### config.mk
export PLATFORM = sky130hd
export DESIGN_NAME = seq_gen_flat
export DESIGN_NICKNAME = d
export VERILOG_FILES = /design/src/rtl/seq_gen_if.sv /design/src/rtl/seq_gen.sv /design/src/flat_wrapper.sv
export SDC_FILE = /design/constraint.sdc
export NUM_CORES = 1
export LEC_CHECK = 0
export CAP_MARGIN = 20
export CORE_MARGIN = 5
export CORE_UTILIZATION = 45
export CTS_CLUSTER_DIAMETER = 80
export DETAILED_ROUTE_END_ITERATION = 8
export PLACE_DENSITY = 0.75
export SLEW_MARGIN = 30
export SYNTH_ARGS = -nofsm -noshare
export SYNTH_HDL_FRONTEND = slang
export SYNTH_SLANG_ARGS = --single-unit
### constraint.sdc
create_clock -name clk -period 5.2 [get_ports clk]
set_input_delay 1.04 -clock clk [delete_from_list [all_inputs] [get_ports clk]]
set_output_delay 1.04 -clock clk [all_outputs]
set_load 0.005 [all_outputs]
### src/rtl/seq_gen_if.sv
// Control/data bundle for seq_gen: transmit request fields in, serial stream and status out.
interface seq_gen_if #(
  parameter int W = 8
);
  logic         start;
  logic [W-1:0] data;
  logic [4:0]   len;
  logic [3:0]   reps;
  logic         abort;
  logic         out;
  logic         out_valid;
  logic         busy;
  logic         done;

  modport master (
    output start, data, len, reps, abort,
    input  out, out_valid, busy, done
  );

  modport slave (
    input  start, data, len, reps, abort,
    output out, out_valid, busy, done
  );
endinterface

### src/rtl/seq_gen.sv
// Serial pattern generator: sends the low L bits of a captured word MSB-first,
// repeated reps extra times with a one-cycle gap between frames.
module seq_gen #(
  parameter int W = 8
) (
  input logic     clk,
  input logic     reset,
  seq_gen_if.slave bus
);
  typedef enum logic [1:0] {IDLE, SHIFT, GAP} state_t;

  state_t       state_reg, state_next;
  logic [W-1:0] data_reg, data_next;
  logic [4:0]   len_reg, len_next;
  logic [4:0]   idx_reg, idx_next;
  logic [3:0]   reps_reg, reps_next;
  logic         out_reg, out_next;
  logic         out_valid_reg, out_valid_next;
  logic         busy_reg, busy_next;
  logic         done_reg, done_next;

  logic [4:0]   len_eff;
  logic [W-1:0] sel_data;
  logic [4:0]   sel_idx;
  logic [W-1:0] sel_shifted;

  // Out-of-range lengths (0 or wider than the data word) fall back to full width.
  assign len_eff = (bus.len == 5'd0 || bus.len > 5'(W)) ? 5'(W) : bus.len;

  always_ff @(posedge clk or posedge reset) begin
    if (reset) begin
      state_reg     <= IDLE;
      data_reg      <= '0;
      len_reg       <= '0;
      idx_reg       <= '0;
      reps_reg      <= '0;
      out_reg       <= 1'b0;
      out_valid_reg <= 1'b0;
      busy_reg      <= 1'b0;
      done_reg      <= 1'b0;
    end else begin
      state_reg     <= state_next;
      data_reg      <= data_next;
      len_reg       <= len_next;
      idx_reg       <= idx_next;
      reps_reg      <= reps_next;
      out_reg       <= out_next;
      out_valid_reg <= out_valid_next;
      busy_reg      <= busy_next;
      done_reg      <= done_next;
    end
  end

  always_comb begin
    state_next     = state_reg;
    data_next      = data_reg;
    len_next       = len_reg;
    idx_next       = idx_reg;
    reps_next      = reps_reg;
    out_valid_next = 1'b0;
    busy_next      = 1'b0;
    done_next      = 1'b0;
    sel_data       = data_reg;
    sel_idx        = idx_reg;

    case (state_reg)
      IDLE: begin
        if (bus.start && !bus.abort) begin
          state_next     = SHIFT;
          data_next      = bus.data;
          len_next       = len_eff;
          reps_next      = bus.reps;
          idx_next       = len_eff - 5'd1;
          sel_data       = bus.data;
          sel_idx        = len_eff - 5'd1;
          out_valid_next = 1'b1;
          busy_next      = 1'b1;
        end
      end
      SHIFT: begin
        if (idx_reg == 5'd0) begin
          if (reps_reg != 4'd0) begin
            state_next = GAP;
            reps_next  = reps_reg - 4'd1;
            busy_next  = 1'b1;
          end else begin
            state_next = IDLE;
            done_next  = 1'b1;
          end
        end else begin
          idx_next       = idx_reg - 5'd1;
          sel_idx        = idx_reg - 5'd1;
          out_valid_next = 1'b1;
          busy_next      = 1'b1;
        end
      end
      GAP: begin
        state_next     = SHIFT;
        idx_next       = len_reg - 5'd1;
        sel_idx        = len_reg - 5'd1;
        out_valid_next = 1'b1;
        busy_next      = 1'b1;
      end
      default: state_next = IDLE;
    endcase

    // Abort only cancels an active transmission; in IDLE it merely masks start.
    if (bus.abort && state_reg != IDLE) begin
      state_next     = IDLE;
      out_valid_next = 1'b0;
      busy_next      = 1'b0;
      done_next      = 1'b0;
    end

    sel_shifted = sel_data >> sel_idx;
    out_next    = out_valid_next & sel_shifted[0];
  end

  assign bus.out       = out_reg;
  assign bus.out_valid = out_valid_reg;
  assign bus.busy      = busy_reg;
  assign bus.done      = done_reg;
endmodule
### src/flat_wrapper.sv
// flat-port wrapper written by rule: the top's interface ports become plain ports
module seq_gen_flat 
#(
  parameter int W = 8
)
  (clk, reset, bus_start, bus_data, bus_len, bus_reps, bus_abort, bus_out, bus_out_valid, bus_busy, bus_done);
  seq_gen_if #(.W(W)) bus_i ();
  input logic clk;
  input logic reset;
  input wire logic [$bits(bus_i.start)-1:0] bus_start;
  input wire logic [$bits(bus_i.data)-1:0] bus_data;
  input wire logic [$bits(bus_i.len)-1:0] bus_len;
  input wire logic [$bits(bus_i.reps)-1:0] bus_reps;
  input wire logic [$bits(bus_i.abort)-1:0] bus_abort;
  output wire logic [$bits(bus_i.out)-1:0] bus_out;
  output wire logic [$bits(bus_i.out_valid)-1:0] bus_out_valid;
  output wire logic [$bits(bus_i.busy)-1:0] bus_busy;
  output wire logic [$bits(bus_i.done)-1:0] bus_done;
  assign bus_i.start = bus_start;
  assign bus_i.data = bus_data;
  assign bus_i.len = bus_len;
  assign bus_i.reps = bus_reps;
  assign bus_i.abort = bus_abort;
  assign bus_out = bus_i.out;
  assign bus_out_valid = bus_i.out_valid;
  assign bus_busy = bus_i.busy;
  assign bus_done = bus_i.done;
  seq_gen #(.W(W)) u_core (.clk(clk), .reset(reset), .bus(bus_i));
endmodule
==> out/qor.yml, run 1 <==
place_inst: 241
cts_buffers: 3
path_clk_slew_ns: 0.14
std_cell_rows: 21
synth.yosys.seq_area_share_pct: 44.37
synthesis.area_sq_um: 1579
wirelength_microns: 3234
min_path_cells: 2
die_area_sq_um: 4793
grt_pass1_wl_microns: 5782
die_w_microns: 69.24
cts_sinks: 28
setup_ws_ns: 2.046
cts_htree_levels: 1
firstDrtPassIters: 6
cts_root_buf: "clkbuf_4"
utilization_pct: 55.92
drive_gt1_share_pct: 7.035
power_density_nw_per_um2: 350.2
hold_start: "u_core.data_reg[3]"
cp.required_ns: 5.43
yosys.area_share.adder_pct: 3.170
cts_hold_buf: 0
avgViaCountPerCell: 5.359
place_congestion: 0.8359
whs_ns: 0.4877
hold_class: "flip-flop to flip-flop"
slew_violations: 0
drt-initial-drc-count: 108
finalCritPeriodShare_pct: 60.65
pre_cts_slack_ns: 1.702
ys_types: 46
synth-simple-area-share_pct: 22.42
largest_register_ffs: 8
ant_nets: 0
slew_headroom_pct: 52.38
syn_avg_cell_area_sq_um: 8.921
portBuffers: 24
tns_ns: 0
synth_edf_count: 0
top_level_ports: 25
cp-start-kind: "primary input"
cts_buffer_depth: 2
synth_compound_area_share_pct: 18.38
p_leak_uw: 0.0008775
gr-usage-all-layers_pct: 14.33
nNetsFinal: 225
num_antenna_cells: 0
initial_core_util_pct: 46.95
synthFlopType: "dfrtp_1"
rsz0062_at_grt: "no"
status: "finished clean"
fin_cells: 245
vdd_drop_max_mv: 0.1622
syn2layout_area_growth_pct: 19.10
critPathArrivalTime_ns: 3.38
routedWlPerCell_microns: 13.20
tightest_slew_ns: 0.7104
synth_xor_area_share_pct: 2.219
synthCells: 177
max_freq_mhz: 317.1
hpwl_microns: 2486
whs_endpoint: "u_core.data_reg[3]"
synth_top_family_by_area: "simple AND/OR/NAND/NOR gates"
clock_latency_ns: 0.32
setup_viol: 0
min_period_ns: 3.154
critPathMaxFanout: 7
hold_viol: 0
synth_mux_area_share_pct: 4.200
postCtsSetupRepairBufs: 0
cts.repair.resized: 0
r2r_slack_ns: 2.50
reg2regPathDepth: 9
rr_startpoint: "u_core.idx_reg[0]"
ys_ff_latch: 28
critPathKind: "primary input to flip-flop"
die_h_microns: 69.24
cts_tree: "done"
yosysWarnings: 0
antenna_found_initial: 0
maxCapViolCount: 0
vias: 1313
drc: 0
overflow: 0
grt_max_degree: 29
synth_nets: 202
cp-end-kind: "flip-flop"
core_area_sq_um: 3363
grt_pass1_vias: 1381
worstReg2RegEnd: "u_core.bus.out"
finClkSkew_ns: 0.003953
synthArstFlopShare_pct: 100.0
worst max path at each step:
stage                     startpoint             end  cells past startpoint
after floorplan           bus_len[3]  u_core.bus.out                      8
after global placement    bus_len[3]  u_core.bus.out                      9
after detailed placement  bus_len[3]  u_core.bus.out                      9
after CTS                 bus_len[3]  u_core.bus.out                      9
after global routing      bus_len[3]  u_core.bus.out                      9
final                     bus_len[3]  u_core.bus.out                      9
critical path, cell delays in order:
cell	delay [ns]
clkdlybuf4s50_1	0.39
nor2_1	0.34
nand2_1	0.17
ha_1	0.31
a211o_1	0.29
a22oi_4	0.24
mux2i_1	0.27
o22ai_1	0.09
o2111a_1	0.24
through the flow:
step,area [sq um],power [uW]
final,1881,658.6
after global routing,1881,711.8
after CTS,1881,665.6
after detailed placement,1844,558.0
after global placement,1839,544.1
after floorplan,1579,488.0
synth_stat cells (3+ instances only):
cell type	instances	area, sq um
a21oi_1	13	65.06
dfrtp_1	28	700.7
nand3_1	3	15.01
clkbuf_1	3	11.26
mux2i_1	4	40.04
nor3_1	6	30.03
inv_1	12	45.04
nor2_1	12	45.04
ha_1	4	50.05
o21ai_0	8	40.04
nand2_1	37	138.9
where the power goes:
group	internal, uW	switching, uW
Combinational	121	127
Sequential	264	40.8
Clock	42.8	62.3
Total	428	231
cells in the final DEF, fill, tap and decap left out, drive strengths merged, types with 3 or more instances in the layout:
master | netlist | layout
nor2 | 12 | 12
nand2 | 37 | 37
clkbuf | 4 | 4
a21oi | 13 | 13
mux2i | 4 | 4
o21ai | 10 | 10
dfrtp | 28 | 28
inv | 12 | 12
nand3 | 3 | 3
ha | 4 | 4
clkdlybuf4s50 | 0 | 24
nor3 | 6 | 6
routing by layer:
layer	GRT usage [%]	wire, microns
met5	0	0
met4	4.338	49
met3	2.029	122
met2	25.32	1633
met1	17.99	1427
area by class of cell:
type,count,area (sq um)
timing repair buffer,24,240.2
sequential,28,700.7
clock buffer,4,36.28
tap,46,57.56
inverter,12,45.04
fill,327,1483
multi-input combinational,131,800.8
logic make-up (layout without fill, tap and decap cells):
| logic type | Yosys count | in the layout |
|---|---|---|
| AOI/OAI and AO/OA | 43 | 43 |
| and+or+nand+nor | 74 | 74 |
| DFF | 28 | 28 |
| muxes | 6 | 6 |
| adders and majority gates | 4 | 4 |
| buffers and inverters | 18 | 40 |
| xor gates and xnor gates | 4 | 4 |
Note: power is estimated with default switching activity, not from simulation.
==> run 2, diff against run 1 <==
Settings changed: PLACE_DENSITY 0.75 to 0.77.
Clock period 5.2 ns to 2.85 ns, I/O delays scaled along.
==> run 2 against run 1 <==
Via count decreased by 0.23%. Highest routed layer unchanged. Critical path type is now flip-flop to flip-flop. Sequential cell count unchanged. Sequential power is 83% higher. Global-route usage shrank 0.34 points.
==> out/qor.yml, run 2 (synthesized netlist as in run 1, its figures left out) <==
cts_buffers: 3  # unchanged
fill_cells: 323  # -1.2%
overflow: 0  # unchanged
postCtsSetupRepairBufs: 0  # unchanged
top_level_ports: 25  # unchanged
slew_violations: 0  # unchanged
layout_commonest_cell: "nand2_1"
cts_hold_buf: 0  # unchanged
cts_htree_levels: 1  # unchanged
multi_input_area_sq_um: 795.8  # -0.63%
max_freq_mhz: 375.2
initial_core_util_pct: 46.95  # unchanged
p_leak_uw: 0.0009122  # +3.9%
largest_register_ffs: 8  # unchanged
nNetsFinal: 231  # +2.7%
finalCritPeriodShare_pct: 93.51
antenna_found_initial: 0  # unchanged
cts_root_buf: "clkbuf_4"
finClkSkew_ns: 0.002466  # -0.001487 ns
setup_viol: 0  # unchanged
gr-usage-all-layers_pct: 13.99  # -0.34 points
cts_buffer_depth: 2  # unchanged
power_density_nw_per_um2: 658.0  # +88%
maxCapViolCount: 0  # unchanged
status: "finished clean"
portBuffers: 24  # unchanged
critPathArrivalTime_ns: 2.90  # -0.48 ns
cts.repair.resized: 0  # unchanged
rsz0062_at_grt: "no"
die_h_microns: 69.24  # unchanged
hold_viol: 0  # unchanged
ant_nets: 0  # unchanged
cts_sinks: 28  # unchanged
grt_pass1_vias: 1243  # -10%
cts_tree: "done"
seq_area_sq_um: 700.7  # unchanged
num_antenna_cells: 0  # unchanged
syn2layout_area_growth_pct: 22.66
grt_max_degree: 29  # unchanged
die_w_microns: 69.24  # unchanged
cp.required_ns: 3.09  # -2.34 ns
final_cell_mix: "nand2_1 (37), dfrtp_1 (28), clkdlybuf4s50_1 (24), a21oi_1 (13)"
clock_latency_ns: 0.33  # about the same
cp-end-kind: "flip-flop"
die_area_sq_um: 4793  # unchanged
p_total_uw: 1274  # +94%
drive_gt1_share_pct: 8.780  # +1.7 points
hpwl_microns: 2532  # +1.8%
avgViaCountPerCell: 5.219  # -2.6%
vdd_drop_max_mv: 0.3066  # +89%
drt-initial-drc-count: 52  # -52%
routedWlPerCell_microns: 13.24  # +0.30%
min_period_ns: 2.665
core_area_sq_um: 3363  # unchanged
place_inst: 247  # +2.5%
grt_pass1_wl_microns: 5595  # -3.2%
fin_cells: 251  # +2.4%
drc: 0  # unchanged
std_cell_rows: 21  # unchanged
slew_headroom_pct: 57.74  # +5.4 points
vias: 1310  # -0.23%
place_congestion: 0.8782  # +5.1%
critPathMaxFanout: 5  # -2
critPathKind: "flip-flop to flip-flop"
hold_class: "flip-flop to flip-flop"
firstDrtPassIters: 4  # -2
tightest_slew_ns: 0.6339  # -0.07649 ns
cp-start-kind: "flip-flop"
wirelength_microns: 3323  # +2.8%
path_clk_slew_ns: 0.15  # about the same
==> run 2: changes by cell type in the layout (fill, tap and decap cells not counted) <==
cell       previous run  this run
buf_4                 0         6
bufinv_16             0         1
clkbuf_8              1         0
inv_1                11        12
inv_2                 1         0
nor3_1                5         6
nor3_2                1         0
==> run 2: metal layers <==
metal	track usage, %	vias to the layer above	wire [microns]
met5	0	-	0
met4	4.772	0	54
met3	2.464	6	159
met2	24.05	29	1671
met1	17.63	606	1438
li1	-	669	-
==> run 2: path summary, 6_finish.rpt <==
| kind | from | end | slack, ns | depth (start not counted) |
|---|---|---|---|---|
| min in group asynchronous | reset | u_core.reps_reg[2] | 0.58 | 3 |
| min | u_core.data_reg[7] | u_core.data_reg[7] | 0.50 | 2 |
| max | u_core.idx_reg[0] | u_core.bus.out | 0.19 | 9 |
| max reg2reg | u_core.idx_reg[0] | u_core.bus.out | 0.19 | 9 |
| max in group asynchronous | reset | u_core.bus.out_valid | 2.02 | 3 |
| min reg2reg | u_core.data_reg[7] | u_core.data_reg[7] | 0.50 | 2 |
==> run 2: power breakdown <==
part           switching [uW]  internal (uW)
sequential               75.9            482
clock                     118            142
combinational             229            227
total                     423            851
==> run 2: cell type report <==
| type | count | share of cell area, % |
|---|---|---|
| sequential | 28 | 36.18 |
| clock inverter | 1 | 1.550 |
| multi-input combinational | 131 | 41.09 |
| timing repair buffer | 30 | 14.73 |
| tap | 46 | 2.972 |
| clock buffer | 3 | 1.163 |
| inverter | 12 | 2.326 |
==> run 2: through the flow <==
stage	util [%]	hold slack, ns	setup slack [ns]	cell area (sq um)	setup TNS [ns]
after floorplan	-	0.4401	0.4209	1579	0
after global placement	56.03	0.4629	0.1325	1884	0
after detailed placement	56.03	0.4611	-0.009059	1884	-0.009059
after CTS	57.59	0.4968	0.1834	1937	0
after global routing	57.59	0.5207	0.04837	1937	0
final	57.59	0.4964	0.1851	1937	0
==> run 2: worst max-delay path: stages, from the launching register on <==
cell and delay, ns:
dfrtp_1 0.44, inv_1 0.09, ha_1 0.18, or4b_4 0.49, nor2b_4 0.16, mux2_4 0.33
a22oi_4 0.28, mux2i_1 0.25, o22ai_1 0.10, o2111a_1 0.25
